<file path="src/rtl/sram_dma_pkg.sv">
// Shared definitions for the SRAM block-transfer engine: FSM state encoding
// and the copy/fill mode constants.
package sram_dma_pkg;

  typedef enum logic [2:0] {
    IDLE = 3'd0,
    RD   = 3'd1,
    WR   = 3'd2,
    FILL = 3'd3,
    DONE = 3'd4
  } state_e;

  localparam logic MODE_COPY = 1'b0;
  localparam logic MODE_FILL = 1'b1;

endpackage

</file>
<file path="src/rtl/sram_dma.sv">
// Block-transfer engine owning a single-port SRAM: copies len words from
// src to dst (2 cycles/word, ascending) or fills dst with a constant
// (1 cycle/word). Addresses wrap modulo the memory depth.
module sram_dma
  import sram_dma_pkg::*;
#(
  parameter int N_WIDTH = 32,
  parameter int N_ADDR  = 10
) (
  input  logic               clk,
  input  logic               rst_n,
  input  logic               start,
  input  logic               mode,
  input  logic [N_ADDR-1:0]  src,
  input  logic [N_ADDR-1:0]  dst,
  input  logic [N_ADDR:0]    len,
  input  logic [N_WIDTH-1:0] fill_val,
  input  logic               abort,
  output logic               busy,
  output logic               done,
  output logic               aborted,
  output logic               mem_en,
  output logic               mem_we,
  output logic [N_ADDR-1:0]  mem_addr,
  output logic [N_WIDTH-1:0] mem_din,
  input  logic [N_WIDTH-1:0] mem_dout
);

  state_e             state_q;
  logic [N_ADDR:0]    cnt_q;
  logic               mode_q;
  logic [N_ADDR-1:0]  src_q;
  logic [N_ADDR-1:0]  dst_q;
  logic [N_ADDR:0]    len_q;
  logic [N_WIDTH-1:0] fill_q;
  logic               aborted_q;
  logic               abort_pend_q;  // abort seen during RD, applied in WR

  logic [N_ADDR:0]    cnt_inc;
  logic               last_word;
  logic               stop_req;

  // Word-boundary decisions shared by WR and FILL.
  always_comb begin
    cnt_inc   = cnt_q + {{N_ADDR{1'b0}}, 1'b1};
    last_word = (cnt_inc == len_q);
    stop_req  = abort | abort_pend_q;
  end

  // Transfer FSM: parameter latching, word counter and abort bookkeeping.
  // NOTE: sequential state uses non-blocking assignments so every register
  // samples pre-edge values regardless of statement order.
  always_ff @(posedge clk or negedge rst_n) begin
    if (!rst_n) begin
      state_q      <= IDLE;
      cnt_q        <= '0;
      mode_q       <= MODE_COPY;
      src_q        <= '0;
      dst_q        <= '0;
      len_q        <= '0;
      fill_q       <= '0;
      aborted_q    <= 1'b0;
      abort_pend_q <= 1'b0;
    end else begin
      case (state_q)
        IDLE: begin
          if (start) begin
            mode_q       <= mode;
            src_q        <= src;
            dst_q        <= dst;
            len_q        <= len;
            fill_q       <= fill_val;
            cnt_q        <= '0;
            aborted_q    <= 1'b0;
            abort_pend_q <= 1'b0;
            if (len == '0)             state_q <= DONE;
            else if (mode == MODE_FILL) state_q <= FILL;
            else                        state_q <= RD;
          end
        end
        RD: begin
          if (abort) abort_pend_q <= 1'b1;
          state_q <= WR;
        end
        WR, FILL: begin
          cnt_q <= cnt_inc;
          if (last_word || stop_req) begin
            state_q      <= DONE;
            aborted_q    <= stop_req && !last_word;
            abort_pend_q <= 1'b0;
          end else if (state_q == WR) begin
            state_q <= RD;
          end
        end
        DONE:    state_q <= IDLE;
        default: state_q <= IDLE;
      endcase
    end
  end

  // SRAM port and status decode from registered state and parameters.
  // NOTE: every output gets a default first so no path leaves a latch.
  always_comb begin
    mem_en   = 1'b0;
    mem_we   = 1'b0;
    mem_addr = '0;
    mem_din  = '0;
    busy     = 1'b0;
    done     = 1'b0;
    aborted  = 1'b0;
    case (state_q)
      RD: begin
        busy     = 1'b1;
        mem_en   = 1'b1;
        mem_addr = src_q + cnt_q[N_ADDR-1:0];
      end
      WR: begin
        busy     = 1'b1;
        mem_en   = 1'b1;
        mem_we   = 1'b1;
        mem_addr = dst_q + cnt_q[N_ADDR-1:0];
        mem_din  = mem_dout;
      end
      FILL: begin
        busy     = 1'b1;
        mem_en   = 1'b1;
        mem_we   = 1'b1;
        mem_addr = dst_q + cnt_q[N_ADDR-1:0];
        mem_din  = fill_q;
      end
      DONE: begin
        done    = 1'b1;
        aborted = aborted_q;
      end
      default: ;
    endcase
  end

endmodule

</file>
<file path="config.mk">
export PLATFORM = sky130hd
export DESIGN_NAME = sram_dma
export DESIGN_NICKNAME = d
export VERILOG_FILES = /design/src/rtl/sram_dma_pkg.sv /design/src/rtl/sram_dma.sv
export SDC_FILE = /design/constraint.sdc
export NUM_CORES = 1
export LEC_CHECK = 0
export CAP_MARGIN = 20
export CORE_ASPECT_RATIO = 1.75
export CORE_MARGIN = 4
export CORE_UTILIZATION = 51
export CTS_CLUSTER_DIAMETER = 200
export CTS_CLUSTER_SIZE = 8
export DETAILED_ROUTE_END_ITERATION = 10
export HOLD_SLACK_MARGIN = 0.05
export PLACE_DENSITY_LB_ADDON = 0.15
export SETUP_SLACK_MARGIN = 0.3
export SLEW_MARGIN = 30
export SYNTH_ARGS = -nofsm -noshare
export SYNTH_HDL_FRONTEND = slang
export SYNTH_SLANG_ARGS = --single-unit
</file>
<file path="constraint.sdc">
create_clock -name clk -period 5.7 [get_ports clk]
set_input_delay 1.425 -clock clk [delete_from_list [all_inputs] [get_ports clk]]
set_output_delay 1.425 -clock clk [all_outputs]
set_load 0.05 [all_outputs]
</file>
==> summary.txt, run 1 <==
===========================================================================================
Final number of setup-violating endpoints                                                 0
Total via count after detailed routing                                                 3837
Fraction of the cycle the final worst path needs                                      0.905
Maximum buffer depth of the clock tree                                                    2
Fin nets                                                                                685
Timing-limited maximum frequency                                                    194 MHz
Count of antenna-violating nets left after detailed routing                               0
Post-synth EDFFs                                                                          0
Fin. Hold Viols                                                                           0
Critical R2R Launch                                                            state_q[0]$_DFFE_PN0P_
Sink Count                                                                               79
Number of port buffers                                                                  146
Required time of the worst setup path                                               4.28 ns
Status                                                                         finished clean
Slew @ Worst Pin                                                                   0.799 ns
Detailed-router iteration count before antenna repair                                     4
Flop and latch count out of synthesis                                                    79
Critical path endpoint category                                                  output pin
Worst min path class                                                           flop to flop
Avg WL per Cell                                                                     17.5 um
Final setup TNS                                                                        0 ns
Buffer count from post-CTS setup fixing                                                   0
Avg Vias per Cell                                                                      5.51
Power density over the cells                                                     625 mW/mm2
Insertion delay to the later sink of the worst-skew pair                            0.33 ns
Fillcell total                                                                          671
Critical path class                                                            flop to output pin
Largest delay share family, worst path                                         buffers and inverters
Post-detailed-placement half-perimeter wirelength                                   9.20 mm
Avg Cell Area, Syn                                                                 10.5 um2
CTS tree                                                                                yes
Leak                                                                                2.78 nW
Total die area                                                                   0.0107 mm2
Data arrival time at the worst-slack endpoint                                       3.73 ns
Final worst hold slack                                                             0.488 ns
Post-synthesis instance area                                                    0.00463 mm2
Slew Limit Headroom                                                                   0.466
Synthesized netlist net count                                                           553
Max Cap Viol                                                                              0
Count of H-tree levels built during CTS                                                   3
Area growth syn-to-layout                                                             40.2%
Final wirelength                                                                    12.2 mm
Antenna violations before repair                                                          0
Most frequently used flop master after synthesis                               sky130_fd_sc_hd__dfrtp_1
Setup clock skew after layout                                                    0.00376 ns
Synth Warn #                                                                              0
Share of synthesized area occupied by flip-flops and latches                          0.427
Site row count                                                                           45
Number of design-rule violations left by the first detailed-router iteration            193
Post-route minimum period                                                           5.16 ns
Cells traversed along the worst timing path                                    nand2b_4, inv_4, nand2_1, nand2_1, ha_1, fa_1, a21o_1, a21oi_1, o21bai_1, a21oi_1, xor2_1, nor2_1, clkdlybuf4s50_1
Worst IR drop on VDD                                                                 356 uV
Number of global-route vias before repair                                              4059
Critical path buffers and inverters                                                       2
DRC viols                                                                                 0
Total overflow reported by the global router                                              0
Post-synthesis cell type count                                                           57
Share of layout cells above drive strength 1                                         0.0881
Setup repair after global routing missed its margin                                      no
Routability cong.                                                                     0.911
Initial core utilization                                                              0.527
Count of pins on the block boundary                                                     147
First-pass GRT wire length                                                          19.4 mm
Worst path max stage delay                                                          0.80 ns
Cells after synthesis                                                                   442
Die Span Y                                                                           134 um
Origin of the worst setup path                                                 state_q[2]$_DFFE_PN0P_
Pin count of the biggest net entering global routing                                     42
Clock buffers created by TritonCTS                                                        9
Antenna cell count                                                                        0
Critical Path Fanout Max                                                                 21
Async set or reset register ratio after synthesis                                      1.00
Root Buffer                                                                    sky130_fd_sc_hd__clkbuf_16
Hold path startpoint                                                           fill_q[25]$_DFFE_PN0P_
Clk slew on worst S/H paths                                                         0.06 ns
Max-slew violation total from the final report                                            0
Category of the worst setup path launch point                                          flop
Tot GR Track Use                                                                      0.233
Critical path's slowest cell                                                   sky130_fd_sc_hd__clkdlybuf4s50_1
Core Box Area                                                                   0.00878 mm2
Die width                                                                           80.0 um
===========================================================================================
==> Yosys cell counts, drive strengths merged (2+ instances only) <==
cell | instances | area, um2
o21bai | 3 | 22.5
inv | 6 | 22.5
a311oi | 2 | 35.0
nor4 | 2 | 12.5
a21oi | 10 | 50.1
o31ai | 6 | 63.8
and2 | 6 | 41.3
nand4b | 2 | 17.5
nand2 | 41 | 154
nor2b | 3 | 18.8
o32ai | 2 | 25.0
clkbuf | 10 | 47.5
ha | 10 | 125
nor3 | 6 | 30.0
o21a | 4 | 31.3
nor2 | 53 | 199
xnor2 | 10 | 87.6
nand2b | 6 | 37.5
o22ai | 4 | 31.3
dfrtp | 79 | 1980
nand3 | 8 | 45.0
xor2 | 8 | 70.1
mux2i | 35 | 350
and3 | 3 | 23.8
a21o | 3 | 22.5
nand4 | 3 | 18.8
o21ai | 20 | 100
mux2 | 63 | 709
a31oi | 3 | 18.8
buf | 19 | 114
==> routing by layer <==
metal  wire [um]  GRT usage
met1        4490      0.245
met2        6600      0.429
met3         740     0.0571
met4         325     0.0949
met5           0          0
==> cell type report <==
type | instances | area (um2) | share of cell area
repair buffers | 150 | 1510 | 0.233
clock buffers | 10 | 239 | 0.0368
multi-input cells | 328 | 2490 | 0.384
inverters | 6 | 25.0 | 0.00386
flip-flops and latches | 79 | 1980 | 0.305
well taps | 117 | 146 | 0.0226
clock inverters | 6 | 93.8 | 0.0145
==> per-stage QoR <==
stage	power (mW)	utilization	std cells	setup WS (ns)	instance area (um2)
after floorplan	2.73	-	442	0.661	4630
after global placement	3.36	0.697	679	0.747	6120
after detailed placement	3.43	0.699	680	0.610	6140
after CTS	4.09	0.737	696	0.318	6480
after global routing	4.31	0.739	696	0.348	6490
final	4.06	0.739	696	0.544	6490
==> cell families after synthesis <==
logic type,after synthesis,share of synthesized area
buffers and inverters,35,0.0397
xor gates and xnor gates,18,0.0341
DFF,79,0.427
AOI/OAI and AO/OA,62,0.0962
and+or+nand+nor,139,0.143
adders and majority gates,11,0.0314
muxes,98,0.229
==> flip-flops by register name (all words and copies together) (netlist names) <==
| register | flops |
|---|---|
| src_q | 10 |
| fill_q | 32 |
| state_q | 3 |
| cnt_q | 11 |
| aborted_q | 1 |
| len_q | 11 |
| dst_q | 10 |
| abort_pend_q | 1 |
==> power by group <==
part | internal, mW | switching (mW)
clock | 0.398 | 0.235
combinational | 0.974 | 1.44
sequential | 0.826 | 0.189
total | 2.20 | 1.86
==> cell usage in the layout, fill, tap and decap left out, types with 20 or more instances in the layout <==
master,instances
sky130_fd_sc_hd__mux2_1,53
sky130_fd_sc_hd__o21ai_0,20
sky130_fd_sc_hd__nor2_1,52
sky130_fd_sc_hd__mux2i_1,35
sky130_fd_sc_hd__nand2_1,41
sky130_fd_sc_hd__dfrtp_1,78
sky130_fd_sc_hd__clkdlybuf4s50_1,143
==> what timing repair did <==
item | CTS | global route
hold buffers | 0 | 0
endpoints found under the setup margin | 3 | 4
resized for setup | 1 | 2
==> worst register-to-register path, stage by stage (launching register included) <==
cell and delay [ns]:
sky130_fd_sc_hd__dfrtp_2 0.40, sky130_fd_sc_hd__buf_4 0.31, sky130_fd_sc_hd__nor2b_1 0.22, sky130_fd_sc_hd__o21bai_2 0.20
sky130_fd_sc_hd__nor2_4 0.67, sky130_fd_sc_hd__buf_12 0.32, sky130_fd_sc_hd__mux2_1 0.36
==> path summary, 6_finish.rpt <==
kind,to,slack [ns],depth (start not counted)
max,mem_addr[6],0.54,13
min,fill_q[25]$_DFFE_PN0P_,0.49,1
max reg2reg,fill_q[21]$_DFFE_PN0P_,3.10,6
min reg2reg,fill_q[25]$_DFFE_PN0P_,0.49,1
max in group asynchronous,fill_q[26]$_DFFE_PN0P_,4.05,2
min in group asynchronous,cnt_q[0]$_DFFE_PN0P_,1.06,1
(Power assumes the default switching activity.)
==> run 2, diff against run 1 <==
- HOLD_SLACK_MARGIN: 0.05 -> 0.1
- SETUP_SLACK_MARGIN: 0.3 -> not set
==> summary.txt, run 2 (synthesis gave the netlist of run 1 again) <==
===========================================================================================
Post-route minimum period                                                           5.28 ns   was 5.16 ns
CTS Hold Buffers Added                                                                    0   unchanged
Worst min path class                                                           flop to flop   unchanged
Final worst hold slack                                                             0.487 ns   was 0.488 ns
Top layer used by detailed routing                                                     met4   unchanged
First-pass GRT wire length                                                          19.8 mm   was 19.4 mm
Clk pwr share                                                                         0.160   was 0.156
Setup repair after global routing missed its margin                                      no   unchanged
Data arrival time at the worst-slack endpoint                                       3.85 ns   was 3.73 ns
Site row count                                                                           45   unchanged
Final number of setup-violating endpoints                                                 0   unchanged
Antenna cell count                                                                        0   unchanged
Largest Register                                                                     fill_q   unchanged
Detailed-router iteration count before antenna repair                                     4   unchanged
Final wirelength                                                                    12.4 mm   was 12.2 mm
Final setup TNS                                                                        0 ns   unchanged
Clk slew on worst S/H paths                                                         0.06 ns   about the same
Sequential share of power                                                             0.253   was 0.250
Final non-filler cell total                                                             695   was 696
Number of design-rule violations left by the first detailed-router iteration            197   was 193
CTS tree                                                                                yes   unchanged
Number of cells traversed by the worst hold path                                          1   unchanged
Fraction of the cycle the final worst path needs                                      0.926   was 0.905
Net switching power                                                                 1.86 mW   about the same
Slew @ Worst Pin                                                                   0.730 ns   was 0.799 ns
Clock buffers created by TritonCTS                                                        9   unchanged
Worst r2r path cells                                                                      6   unchanged
Area growth syn-to-layout                                                             39.3%   was 40.2%
Avg Vias per Cell                                                                      5.51   about the same
Count of pins on the block boundary                                                     147   unchanged
Post-detailed-placement half-perimeter wirelength                                   9.22 mm   was 9.20 mm
Max-slew violation total from the final report                                            0   unchanged
Antenna violations before repair                                                          0   unchanged
DRC viols                                                                                 0   unchanged
Max FFs per register                                                                     32   unchanged
Buffer count from post-CTS setup fixing                                                   0   unchanged
Detailed-routed wire length on met2                                                 6.74 mm   was 6.60 mm
Share of layout cells above drive strength 1                                         0.0830   was 0.0881
Pin count of the biggest net entering global routing                                     80   was 42
Top Registers                                                                  fill_q: 32 flops, cnt_q: 11 flops, len_q: 11 flops   unchanged
Critical path endpoint category                                                  output pin   unchanged
Die width                                                                           80.0 um   unchanged
Part of the power in combinational logic                                              0.587   was 0.594
Root Buffer                                                                    sky130_fd_sc_hd__clkbuf_16   unchanged
Leak                                                                                2.75 nW   was 2.78 nW
Cell area after layout                                                          0.00645 mm2   was 0.00649 mm2
Total die area                                                                   0.0107 mm2   unchanged
Slew Limit Headroom                                                                   0.514   was 0.466
Tot GR Track Use                                                                      0.239   was 0.233
Category of the worst setup path launch point                                          flop   unchanged
Count of H-tree levels built during CTS                                                   3   unchanged
Inst Count DP                                                                           679   was 680
Commonest non-fill, non-tap cells in the layout                                144 x sky130_fd_sc_hd__clkdlybuf4s50_1, 78 x sky130_fd_sc_hd__dfrtp_1, 53 x sky130_fd_sc_hd__mux2_1   was 143 x sky130_fd_sc_hd__clkdlybuf4s50_1, 78 x sky130_fd_sc_hd__dfrtp_1, 53 x sky130_fd_sc_hd__mux2_1
Internal cell power                                                                 2.21 mW   was 2.20 mW
Maximum buffer depth of the clock tree                                                    2   unchanged
Worst IR drop on VDD                                                                 465 uV   was 356 uV
Sink Count                                                                               79   unchanged
Number of port buffers                                                                  146   unchanged
Post-DP Area                                                                    0.00611 mm2   was 0.00614 mm2
Initial core utilization                                                              0.527   unchanged
Routability cong.                                                                     0.903   was 0.911
Timing-limited maximum frequency                                                    189 MHz   was 194 MHz
Fin. Hold Viols                                                                           0   unchanged
Avg WL per Cell                                                                     17.8 um   was 17.5 um
Most common cell after layout, fill and taps aside                             sky130_fd_sc_hd__clkdlybuf4s50_1   unchanged
Reg2Reg Setup Slack                                                                 3.03 ns   was 3.10 ns
Power density over the cells                                                     631 mW/mm2   was 625 mW/mm2
Total overflow reported by the global router                                              0   unchanged
Critical path class                                                            flop to output pin   unchanged
Detail Route met3 WL                                                                 761 um   was 740 um
Setup clock skew after layout                                                    0.00526 ns   was 0.00376 ns
Final setup margin                                                                 0.420 ns   was 0.544 ns
Proportion of total power due to net switching                                        0.457   was 0.459
Number of global-route vias before repair                                              4152   was 4059
Count of antenna-violating nets left after detailed routing                               0   unchanged
Die Span Y                                                                           134 um   unchanged
Fillcell total                                                                          661   was 671
Worst-case setup slack after placement                                             0.246 ns   was 0.610 ns
Post-layout util                                                                      0.734   was 0.739
Core Box Area                                                                   0.00878 mm2   unchanged
Fin nets                                                                                684   was 685
Required time of the worst setup path                                               4.28 ns   about the same
Insertion delay to the later sink of the worst-skew pair                            0.33 ns   about the same
Total power draw                                                                    4.07 mW   was 4.06 mW
Max Cap Viol                                                                              0   unchanged
Total via count after detailed routing                                                 3828   was 3837
Status                                                                         finished clean   unchanged
Critical Path Fanout Max                                                                 19   was 21
Met1 layer wirelength in the final routing                                          4.51 mm   was 4.49 mm
===========================================================================================
==> run 2: power by group through the flow <==
stage / clock network [mW] / registers, mW / logic [mW]
finish: 0.650 / 1.03 / 2.39
global route: 0.687 / 1.06 / 2.57
floorplan: 0 / 0.941 / 1.79
global placement: 0 / 1.02 / 2.32
CTS: 0.661 / 1.03 / 2.40
detailed placement: 0 / 1.04 / 2.39
==> run 2: routing by layer <==
metal,GRT usage,vias to the layer above
met1,0.250,1838
met4,0.103,0
met2,0.440,160
met5,0,-
met3,0.0578,26
li1,-,1804
==> run 2: worst max-delay path: stages, from the launching register on <==
cell and delay [ns]:
sky130_fd_sc_hd__dfrtp_1 0.45, sky130_fd_sc_hd__nand2b_2 0.31, sky130_fd_sc_hd__inv_2 0.32, sky130_fd_sc_hd__nand2_1 0.09
sky130_fd_sc_hd__nand2_1 0.11, sky130_fd_sc_hd__ha_1 0.25, sky130_fd_sc_hd__a21o_1 0.16, sky130_fd_sc_hd__a21oi_1 0.29
sky130_fd_sc_hd__o21a_1 0.19, sky130_fd_sc_hd__o21bai_1 0.11, sky130_fd_sc_hd__a21oi_1 0.21, sky130_fd_sc_hd__mux2i_1 0.22
sky130_fd_sc_hd__clkdlybuf4s50_1 0.82
==> run 2: path summary, 6_finish.rpt <==
path	from	endpoint
worst max-delay path	state_q[2]$_DFFE_PN0P_	mem_addr[7]
worst min-delay path	fill_q[29]$_DFFE_PN0P_	fill_q[29]$_DFFE_PN0P_
worst max register to register	state_q[0]$_DFFE_PN0P_	fill_q[15]$_DFFE_PN0P_
worst min register to register	fill_q[29]$_DFFE_PN0P_	fill_q[29]$_DFFE_PN0P_
max in group asynchronous	rst_n	state_q[0]$_DFFE_PN0P_
min in group asynchronous	rst_n	cnt_q[3]$_DFFE_PN0P_
==> run 2: area by class of cell <==
class / count / area [um2] / share of cell area
multi-input cells: 328 / 2480 / 0.385
flip-flops and latches: 79 / 1980 / 0.307
repair buffers: 149 / 1480 / 0.230
clock buffers: 10 / 229 / 0.0355
well taps: 117 / 146 / 0.0227
clock inverters: 6 / 109 / 0.0169
inverters: 6 / 22.5 / 0.00349
==> run 2: repair_timing <==
item / 4_1_cts / 5_1_grt
setup endpoints to repair: 1 / 1
hold endpoints to repair: 0 / 0
gates resized for setup: 1 / 4
